<file path="config.mk">
export PLATFORM = sky130hd
export DESIGN_NAME = fetch_buffer
export DESIGN_NICKNAME = d
export VERILOG_FILES = /design/src/rtl/mips_pkg.sv /design/src/rtl/fetch_buffer_ram.sv /design/src/rtl/fetch_buffer.sv
export SDC_FILE = /design/constraint.sdc
export NUM_CORES = 1
export LEC_CHECK = 0
export ABC_AREA = 1
export CORE_MARGIN = 8
export CORE_UTILIZATION = 30
export DETAILED_ROUTE_END_ITERATION = 10
export SLEW_MARGIN = 5
export SYNTH_ARGS = -nofsm -noshare
export SYNTH_HDL_FRONTEND = slang
export SYNTH_HIERARCHICAL = 1
export SYNTH_SLANG_ARGS = --single-unit
</file>
<file path="constraint.sdc">
create_clock -name clk -period 6.8 [get_ports clk]
set_input_delay 0.68 -clock clk [delete_from_list [all_inputs] [get_ports clk]]
set_output_delay 0.68 -clock clk [all_outputs]
set_load 0.005 [all_outputs]
</file>
<file path="src/rtl/mips_pkg.sv">
// Shared MIPS32 pipeline types and constants used by the fetch/decode boundary.
// Latency: n/a (types only).
// Backpressure: n/a.
package mips_pkg;
    localparam int          XLEN      = 32;
    localparam logic [31:0] NOP_INSTR = 32'h0000_0000;
    localparam logic [31:0] PC_STEP   = 32'd4;

    typedef struct packed {
        logic [XLEN-1:0] pc;
        logic [XLEN-1:0] instr;
    } fetch_entry_t;
endpackage

</file>
<file path="src/rtl/fetch_buffer_ram.sv">
// Fetch buffer storage: DEPTH x fetch_entry_t, synchronous write, asynchronous read, no reset.
// Latency: a write at edge N is readable combinationally in cycle N+1.
// Backpressure: none; the owner's pointers decide when writes are legal.
module fetch_buffer_ram
    import mips_pkg::*;
#(
    parameter  int DEPTH = 4,
    localparam int AW    = $clog2(DEPTH)
) (
    input  logic         clk,
    input  logic         we_i,
    input  logic [AW-1:0] waddr_i,
    input  fetch_entry_t wdata_i,
    input  logic [AW-1:0] raddr_i,
    output fetch_entry_t rdata_o
);
    fetch_entry_t mem_q [DEPTH];

    always_ff @(posedge clk) begin
        if (we_i) begin
            mem_q[waddr_i] <= wdata_i;
        end
    end

    assign rdata_o = mem_q[raddr_i];
endmodule

</file>
<file path="src/rtl/fetch_buffer.sv">
// Instruction fetch buffer ({pc, instr} FIFO) between fetch and decode; flush drops all entries.
// Latency: 1 cycle push-to-out; 0 cycles when empty with FETCH_BUFFER_BYPASS_EN defined.
// Backpressure: in_ready low when full (no same-cycle pop lookahead); holds head while out_ready low.
module fetch_buffer #(
    parameter int DEPTH = 4,
    parameter int XLEN  = mips_pkg::XLEN
) (
    input  logic                     clk,
    input  logic                     rst_n,
    input  logic                     in_valid,
    output logic                     in_ready,
    input  logic [XLEN-1:0]          in_pc,
    input  logic [XLEN-1:0]          in_instr,
    output logic                     out_valid,
    input  logic                     out_ready,
    output logic [XLEN-1:0]          out_pc,
    output logic [XLEN-1:0]          out_pc_plus4,
    output logic [XLEN-1:0]          out_instr,
    input  logic                     flush,
    output logic [$clog2(DEPTH):0]   count
);
    localparam int AW = $clog2(DEPTH);
    localparam int PW = AW + 1;

    logic [PW-1:0]          wr_ptr_q, wr_ptr_d;
    logic [PW-1:0]          rd_ptr_q, rd_ptr_d;
    logic                   empty, full, push, pop, bypass;
    mips_pkg::fetch_entry_t wr_entry, head;

    assign empty = (wr_ptr_q == rd_ptr_q);
    assign full  = (wr_ptr_q[AW-1:0] == rd_ptr_q[AW-1:0]) && (wr_ptr_q[AW] != rd_ptr_q[AW]);

    assign in_ready = !full && rst_n;
    assign count    = wr_ptr_q - rd_ptr_q;
    assign wr_entry = '{pc: in_pc, instr: in_instr};

    fetch_buffer_ram #(.DEPTH(DEPTH)) u_ram (
        .clk     (clk),
        .we_i    (push),
        .waddr_i (wr_ptr_q[AW-1:0]),
        .wdata_i (wr_entry),
        .raddr_i (rd_ptr_q[AW-1:0]),
        .rdata_o (head)
    );

    always_comb begin
        bypass = 1'b0;
`ifdef FETCH_BUFFER_BYPASS_EN
        bypass = empty && in_valid && !flush;
`endif
        out_valid = bypass || (!empty && !flush);
        if (bypass) begin
            out_pc    = in_pc;
            out_instr = in_instr;
        end else if (out_valid) begin
            out_pc    = head.pc;
            out_instr = head.instr;
        end else begin
            out_pc    = '0;
            out_instr = mips_pkg::NOP_INSTR;
        end
        out_pc_plus4 = out_pc + mips_pkg::PC_STEP;

        // A bypassed pair that decode takes this cycle never touches storage.
        push = in_valid && in_ready && !flush && !(bypass && out_ready);
        pop  = !empty && !flush && out_ready;

        if (flush) begin
            wr_ptr_d = '0;
            rd_ptr_d = '0;
        end else begin
            wr_ptr_d = wr_ptr_q + PW'(push);
            rd_ptr_d = rd_ptr_q + PW'(pop);
        end
    end

    always_ff @(posedge clk or negedge rst_n) begin
        if (!rst_n) begin
            wr_ptr_q <= '0;
            rd_ptr_q <= '0;
        end else begin
            wr_ptr_q <= wr_ptr_d;
            rd_ptr_q <= rd_ptr_d;
        end
    end
endmodule

</file>
==> results.yml, run 1 <==
worst_setup_path:
  arrival_ns: 4.89
  path_common_cell: "sky130_fd_sc_hd__inv_1"
  cp_slowest_cell: "sky130_fd_sc_hd__dfrtp_4"
  worstRegToRegCells: 7
  worstSetupEndpointType: "output pin"
  cp_max_fo: 57
  r2r_slack_ns: 3.37
  critical_path.reg2reg.startpoint: "rd_ptr_q[0]$_DFF_PN0_"
  worstSetupPathType: "flip-flop to output pin"
  maximum_single_stage_delay_on_the_critical_path_ns: 0.85
  cp-start-kind: "flip-flop"
  timing.critical_path.cells: "ha_1 -> nand2_1 -> inv_1 -> nand3_4 -> nand2_4 -> inv_2 -> nand2_4 -> inv_1 -> ha_1 -> inv_1 -> nor2_2 -> nand2_1 -> nor2_1 -> xor2_1 -> clkdlybuf4s50_1"
  critPathTopFamily: "simple AND/OR/NAND/NOR gates"
  critical_path_buf_inv_count: 5
  crit-reg2reg-capture: "u_ram/mem_q[2][38]$_DFFE_PP_"
  cp.required_ns: 6.12
clock_tree:
  deepest_clock_path_buffer_count: 3
  clk-insertion-delay-late_ns: 0.55
  clock_sinks: 262
  ctsRootBufferMaster: "sky130_fd_sc_hd__clkbuf_16"
  tritoncts_buffers: 29
  cts-htree-levels: 1
  post_cts_hold_buffers: 0
  postCtsResizedCells: 0
  clock_transition_at_path_regs_ns: 0.06
  tritoncts: "done"
  postCtsSetupBuffers: 0
synth:
  post-synth-top-area-fraction_pct: 60.47
  dominantRegCellSynth: "sky130_fd_sc_hd__edfxtp_1"
  synthTopCellsByCount: "404 x sky130_fd_sc_hd__nand2_1, 348 x sky130_fd_sc_hd__inv_1, 256 x sky130_fd_sc_hd__edfxtp_1, 145 x sky130_fd_sc_hd__nand3_1, 85 x sky130_fd_sc_hd__nor2_1"
  synth_register_bits: 262
  synth.area.top_cells: "sky130_fd_sc_hd__edfxtp_1 60%, sky130_fd_sc_hd__nand2_1 12%, sky130_fd_sc_hd__inv_1 10%"
  async_flop_share_pct: 2.290
  synth_fp_nets: 1463
  ys_types: 29
  syn_area_um2: 12710
  number_of_synthesis_warnings: 6
  synth_enable_flop_cells: 256
  synth.largest_area_cell: "sky130_fd_sc_hd__edfxtp_1"
  seq_area_frac_synth_pct: 61.65
  postSynthCellCount: 1386
  yosysMostFrequentCell: "sky130_fd_sc_hd__nand2_1"
  avgSynthCellArea_um2: 9.173
timing:
  finalSetupViolations: 0
  timing.final.ws_setup_ns: 1.235
  slew-limit-headroom_pct: 28.47
  grt_setup_unrepaired: "false"
  clock.fmax_mhz: 179.7
  timing_worst_slew_pin_value_ns: 1.073
  fin_crit_ns: 5.565
  period_share_pct: 81.84
  final-max-slew-violation-count: 0
  finalHoldViolCount: 0
  finalSetupTns_ns: 0
  skew_ns: 0.01979
layout:
  antennaDiodeCount: 0
  fillers: 4182
  synthToLayoutAreaGrowth_pct: 23.88
  post_route_cells_drive_above_1_share_pct: 5.381
  finish.net_count: 1617
  seqCellArea_um2: 7843
  area_of_the_multi_input_gates_um2: 3232
  layoutNonFillerInstCount: 2100
floorplan:
  rows: 75
  fp.dieArea_um2: 49220
  die_height_um: 221.9
  initial_utilization_pct: 30.38
  design.core.area_um2: 41850
  pin_count: 170
  die_width_um: 221.9
placement:
  port_buffer_cells: 169
  place_worst_setup_slack_ns: 1.734
  post-place-cells: 2048
  place_hpwl_um: 20450
  gp_congestion: 0.8641
drt:
  drtAntennaViolNets: 0
  drt_iter0_markers: 487
  totalWireLength_um: 32390
  wire_per_inst_um: 15.42
  route.detailed.vias_per_inst: 4.298
  first_pass_iters: 5
  drt_drc_violations_left: 0
  route.vias.total: 9026
power:
  irDropWorstVdd_uv: 176.8
  leakage_power_figure_nw: 6.995
  power_density_nw_per_um2: 224.9
  sum_of_internal_switching_and_leakage_power_mw: 3.541
grt:
  first_global_vias: 8904
  globalRoute.totalOverflow: 0
  groute.usage.overall_pct: 12.94
  grt_antenna_before_repair: 4
  wire_length_of_the_first_global_routing_pass_um: 50820
  maximum_number_of_pins_on_one_net_before_global_route_repair: 76
worst_hold_path:
  min_path_type: "input pin to async pin"
job:
  maxCapViolations: 0
status:
  run_status: "finished clean"
## kinds of logic (layout without fill, tap and decap cells)
kind of cell	Yosys count	after routing	share of synthesized area, %
compound gates	9	9	0.3543
buf+inv	410	585	13.09
simple gates	684	684	23.17
flops	262	262	61.65
fa+ha+maj	8	8	0.8463
xor+xnor	13	13	0.8956
## worst max path at each step
stage,startpoint,endpoint,depth (start not counted)
finish,rd_ptr_q[0]$_DFF_PN0_,out_pc_plus4[18],15
global route,rd_ptr_q[0]$_DFF_PN0_,out_pc_plus4[18],15
CTS,rd_ptr_q[0]$_DFF_PN0_,out_pc_plus4[18],15
detailed placement,flush,out_pc_plus4[18],13
global placement,flush,out_pc_plus4[30],14
floorplan,flush,u_ram/mem_q[2][0]$_DFFE_PP_,6
## metrics by stage
step | area (µm²) | util [%] | hold slack [ns]
detailed placement | 14840 | 35.46 | 0.5101
CTS | 15750 | 37.63 | 0.3719
finish | 15750 | 37.63 | 0.4001
global placement | 14840 | 35.46 | 0.4999
global route | 15750 | 37.63 | 0.3940
floorplan | 12710 | - | 0.3844
## power by group
part / internal [mW] / switching [mW] / leakage [nW]
Sequential: 1.79 / 0.00860 / 2.39
Clock: 0.892 / 0.605 / 0.441
Combinational: 0.104 / 0.139 / 4.16
## per-layer routing
layer / global-route usage [%] / part of all wire [%]
met5: 0 / 0.16
met4: 3.164 / 1.9
met3: 3.161 / 6.5
met2: 22.06 / 48
met1: 16.34 / 44
## registers in the layout, summed over array words and instances (netlist names)
signal       cells
rd_ptr_q         3
u_ram/mem_q    256
wr_ptr_q         3
## layout by cell type, fill, tap and decap left out, types with 6 or more instances in the layout
| master | count |
|---|---|
| sky130_fd_sc_hd__buf_4 | 9 |
| sky130_fd_sc_hd__clkbuf_1 | 8 |
| sky130_fd_sc_hd__clkbuf_16 | 29 |
| sky130_fd_sc_hd__clkdlybuf4s50_1 | 169 |
| sky130_fd_sc_hd__edfxtp_1 | 256 |
| sky130_fd_sc_hd__ha_1 | 7 |
| sky130_fd_sc_hd__inv_1 | 348 |
| sky130_fd_sc_hd__inv_2 | 6 |
| sky130_fd_sc_hd__nand2_1 | 404 |
| sky130_fd_sc_hd__nand3_1 | 145 |
| sky130_fd_sc_hd__nand4_1 | 22 |
| sky130_fd_sc_hd__nor2_1 | 85 |
| sky130_fd_sc_hd__nor2_2 | 7 |
| sky130_fd_sc_hd__o21ai_0 | 7 |
| sky130_fd_sc_hd__xor2_1 | 11 |
## layout make-up
class,instances,area share [%]
clock buffers,37,4.799
clock inverters,15,0.9534
inverters,355,8.477
multi-input cells,714,20.52
flip-flops and latches,262,49.80
well taps,539,4.282
repair buffers,178,11.17
Note: power is estimated with default switching activity, not from simulation.
==> run 2, diff against run 1 <==
==> constraint.sdc (replaced) <==
create_clock -name clk -period 5.7 [get_ports clk]
set_input_delay 0.57 -clock clk [delete_from_list [all_inputs] [get_ports clk]]
set_output_delay 0.57 -clock clk [all_outputs]
set_load 0.005 [all_outputs]
==> results.yml, run 2 (synthesis results as in run 1) <==
worst_setup_path:
  crit-reg2reg-capture: "u_ram/mem_q[3][29]$_DFFE_PP_"
  cp_max_fo: 55
  arrival_ns: 4.43
  timing.critical_path.cells: "ha_1 -> nand2_1 -> inv_1 -> nand3_4 -> nand2_4 -> buf_4 -> nor2_1 -> ha_1 -> inv_1 -> nor2_2 -> nand2_1 -> nor2_1 -> xor2_1 -> clkdlybuf4s50_1"
  worstSetupPathType: "flip-flop to output pin"
  cp_slowest_cell: "sky130_fd_sc_hd__dfrtp_4"
  worstRegToRegCells: 7
  maximum_single_stage_delay_on_the_critical_path_ns: 0.87
  critical_path.reg2reg.startpoint: "rd_ptr_q[0]$_DFF_PN0_"
  worstSetupEndpointType: "output pin"
  r2r_slack_ns: 2.42
  cp.required_ns: 5.13
  cp-start-kind: "flip-flop"
clock_tree:
  tritoncts: "done"
  cts-htree-levels: 1
  postCtsResizedCells: 0
  clock_transition_at_path_regs_ns: 0.06
  tritoncts_buffers: 30
  postCtsSetupBuffers: 0
  post_cts_hold_buffers: 0
  clk-insertion-delay-late_ns: 0.56
  ctsRootBufferMaster: "sky130_fd_sc_hd__clkbuf_16"
  clock_sinks: 262
  deepest_clock_path_buffer_count: 3
grt:
  wire_length_of_the_first_global_routing_pass_um: 51760
  maximum_number_of_pins_on_one_net_before_global_route_repair: 78
  first_global_vias: 8953
  grt_antenna_before_repair: 4
  globalRoute.totalOverflow: 0
  groute.usage.overall_pct: 13.20
drt:
  drt_iter0_markers: 548
  drt_drc_violations_left: 0
  route.detailed.vias_per_inst: 4.388
  wire_per_inst_um: 15.89
  totalWireLength_um: 33460
  route.vias.total: 9236
  drtAntennaViolNets: 0
  first_pass_iters: 6
job:
  maxCapViolations: 0
layout:
  layout_top_registers: "u_ram/mem_q x256, rd_ptr_q x3, wr_ptr_q x3"
  fillers: 4162
  antennaDiodeCount: 0
  final_cell_mix: "404 x sky130_fd_sc_hd__nand2_1, 348 x sky130_fd_sc_hd__inv_1, 256 x sky130_fd_sc_hd__edfxtp_1"
  stdcell_area_um2: 15850
  largest_register: "u_ram/mem_q"
  largest_register_ff_count: 256
  synthToLayoutAreaGrowth_pct: 24.63
  finish.net_count: 1622
  post_route_cells_drive_above_1_share_pct: 5.875
  most_common_cell_after_layout_fill_and_taps_aside: "sky130_fd_sc_hd__nand2_1"
worst_hold_path:
  min_path_type: "input pin to async pin"
floorplan:
  pin_count: 170
  rows: 75
  fp.dieArea_um2: 49220
  initial_utilization_pct: 30.38
  die_width_um: 221.9
  design.core.area_um2: 41850
  die_height_um: 221.9
placement:
  gp_congestion: 0.8724
  dpl-instance-area_um2: 14870
  port_buffer_cells: 169
  place_hpwl_um: 21720
timing:
  grt_setup_unrepaired: "false"
  final-max-slew-violation-count: 0
  timing_worst_slew_pin_value_ns: 1.064
  slew-limit-headroom_pct: 29.07
  finalSetupTns_ns: 0
  finalSetupViolations: 0
  fin_crit_ns: 4.996
  fin_worst_hold_slack_ns: 0.2640
  period_share_pct: 87.64
  clock.fmax_mhz: 200.2
  skew_ns: 0.02876
  finalHoldViolCount: 0
power:
  seq_power_share_pct: 49.6
  pwr-share-clk_pct: 43.6
  comb_power_share_pct: 6.8
  intPower_mw: 3.405
  leakage_power_figure_nw: 7.039
  p_sw_share_pct: 21.30
  irDropWorstVdd_uv: 324.2
  power_density_nw_per_um2: 273.1
  power_switching_uw: 921.8
status:
  run_status: "finished clean"
run 2: worst max-delay path by stage:
stage	to	slack, ns	from
6_report	out_pc_plus4[18]	0.70	rd_ptr_q[0]$_DFF_PN0_
3_5_place_dp	out_pc_plus4[18]	1.27	rd_ptr_q[0]$_DFF_PN0_
5_1_grt	out_pc_plus4[18]	0.38	rd_ptr_q[0]$_DFF_PN0_
4_1_cts	out_pc_plus4[18]	0.64	rd_ptr_q[0]$_DFF_PN0_
2_1_floorplan	u_ram/mem_q[2][0]$_DFFE_PP_	-0.40	flush
3_3_place_gp	out_pc_plus4[18]	1.37	rd_ptr_q[0]$_DFF_PN0_
run 2: critical path, delay by kind of cell, from the launching register on:
| kind | cells | cell delay [ns] |
|---|---|---|
| and+or+nand+nor | 7 | 1.10 |
| buffers and inverters | 4 | 1.01 |
| xor gates and xnor gates | 1 | 0.15 |
| DFF | 1 | 0.87 |
| adders and majority gates | 2 | 0.69 |
run 2: power by group through the flow:
| stage | logic, mW | registers (mW) | clock network (mW) |
|---|---|---|---|
| 6_report | 0.295 | 2.15 | 1.89 |
| 5_1_grt | 0.329 | 2.15 | 2.03 |
| 4_1_cts | 0.300 | 2.15 | 1.95 |
| 3_5_place_dp | 0.298 | 2.19 | 0 |
| 3_3_place_gp | 0.293 | 2.19 | 0 |
| 2_1_floorplan | 0.143 | 2.18 | 0 |
run 2: layout make-up:
type | count | area (µm²) | share of cell area, %
repair buffers | 182 | 1789 | 11.29
multi-input cells | 714 | 3232 | 20.40
clock inverters | 16 | 195.2 | 1.232
well taps | 539 | 674.4 | 4.256
flip-flops and latches | 262 | 7843 | 49.49
clock buffers | 37 | 777.0 | 4.904
inverters | 355 | 1335 | 8.425
run 2: per-stage QoR:
step	utilization (%)	instances	worst slack [ns]	power (mW)
2_1_floorplan	-	1386	-0.3959	2.327
3_3_place_gp	35.54	2052	1.372	2.480
3_5_place_dp	35.54	2052	1.267	2.485
4_1_cts	37.86	2105	0.6399	4.393
5_1_grt	37.86	2105	0.3754	4.505
6_report	37.86	2105	0.7044	4.327
run 2: routing by layer:
metal,track usage [%],routed length (µm),vias to the layer above
li1,-,-,4591
met1,16.92,14900,4301
met2,22.15,15550,282
met3,3.412,2323,54
met4,3.015,627,8
met5,0,54,-
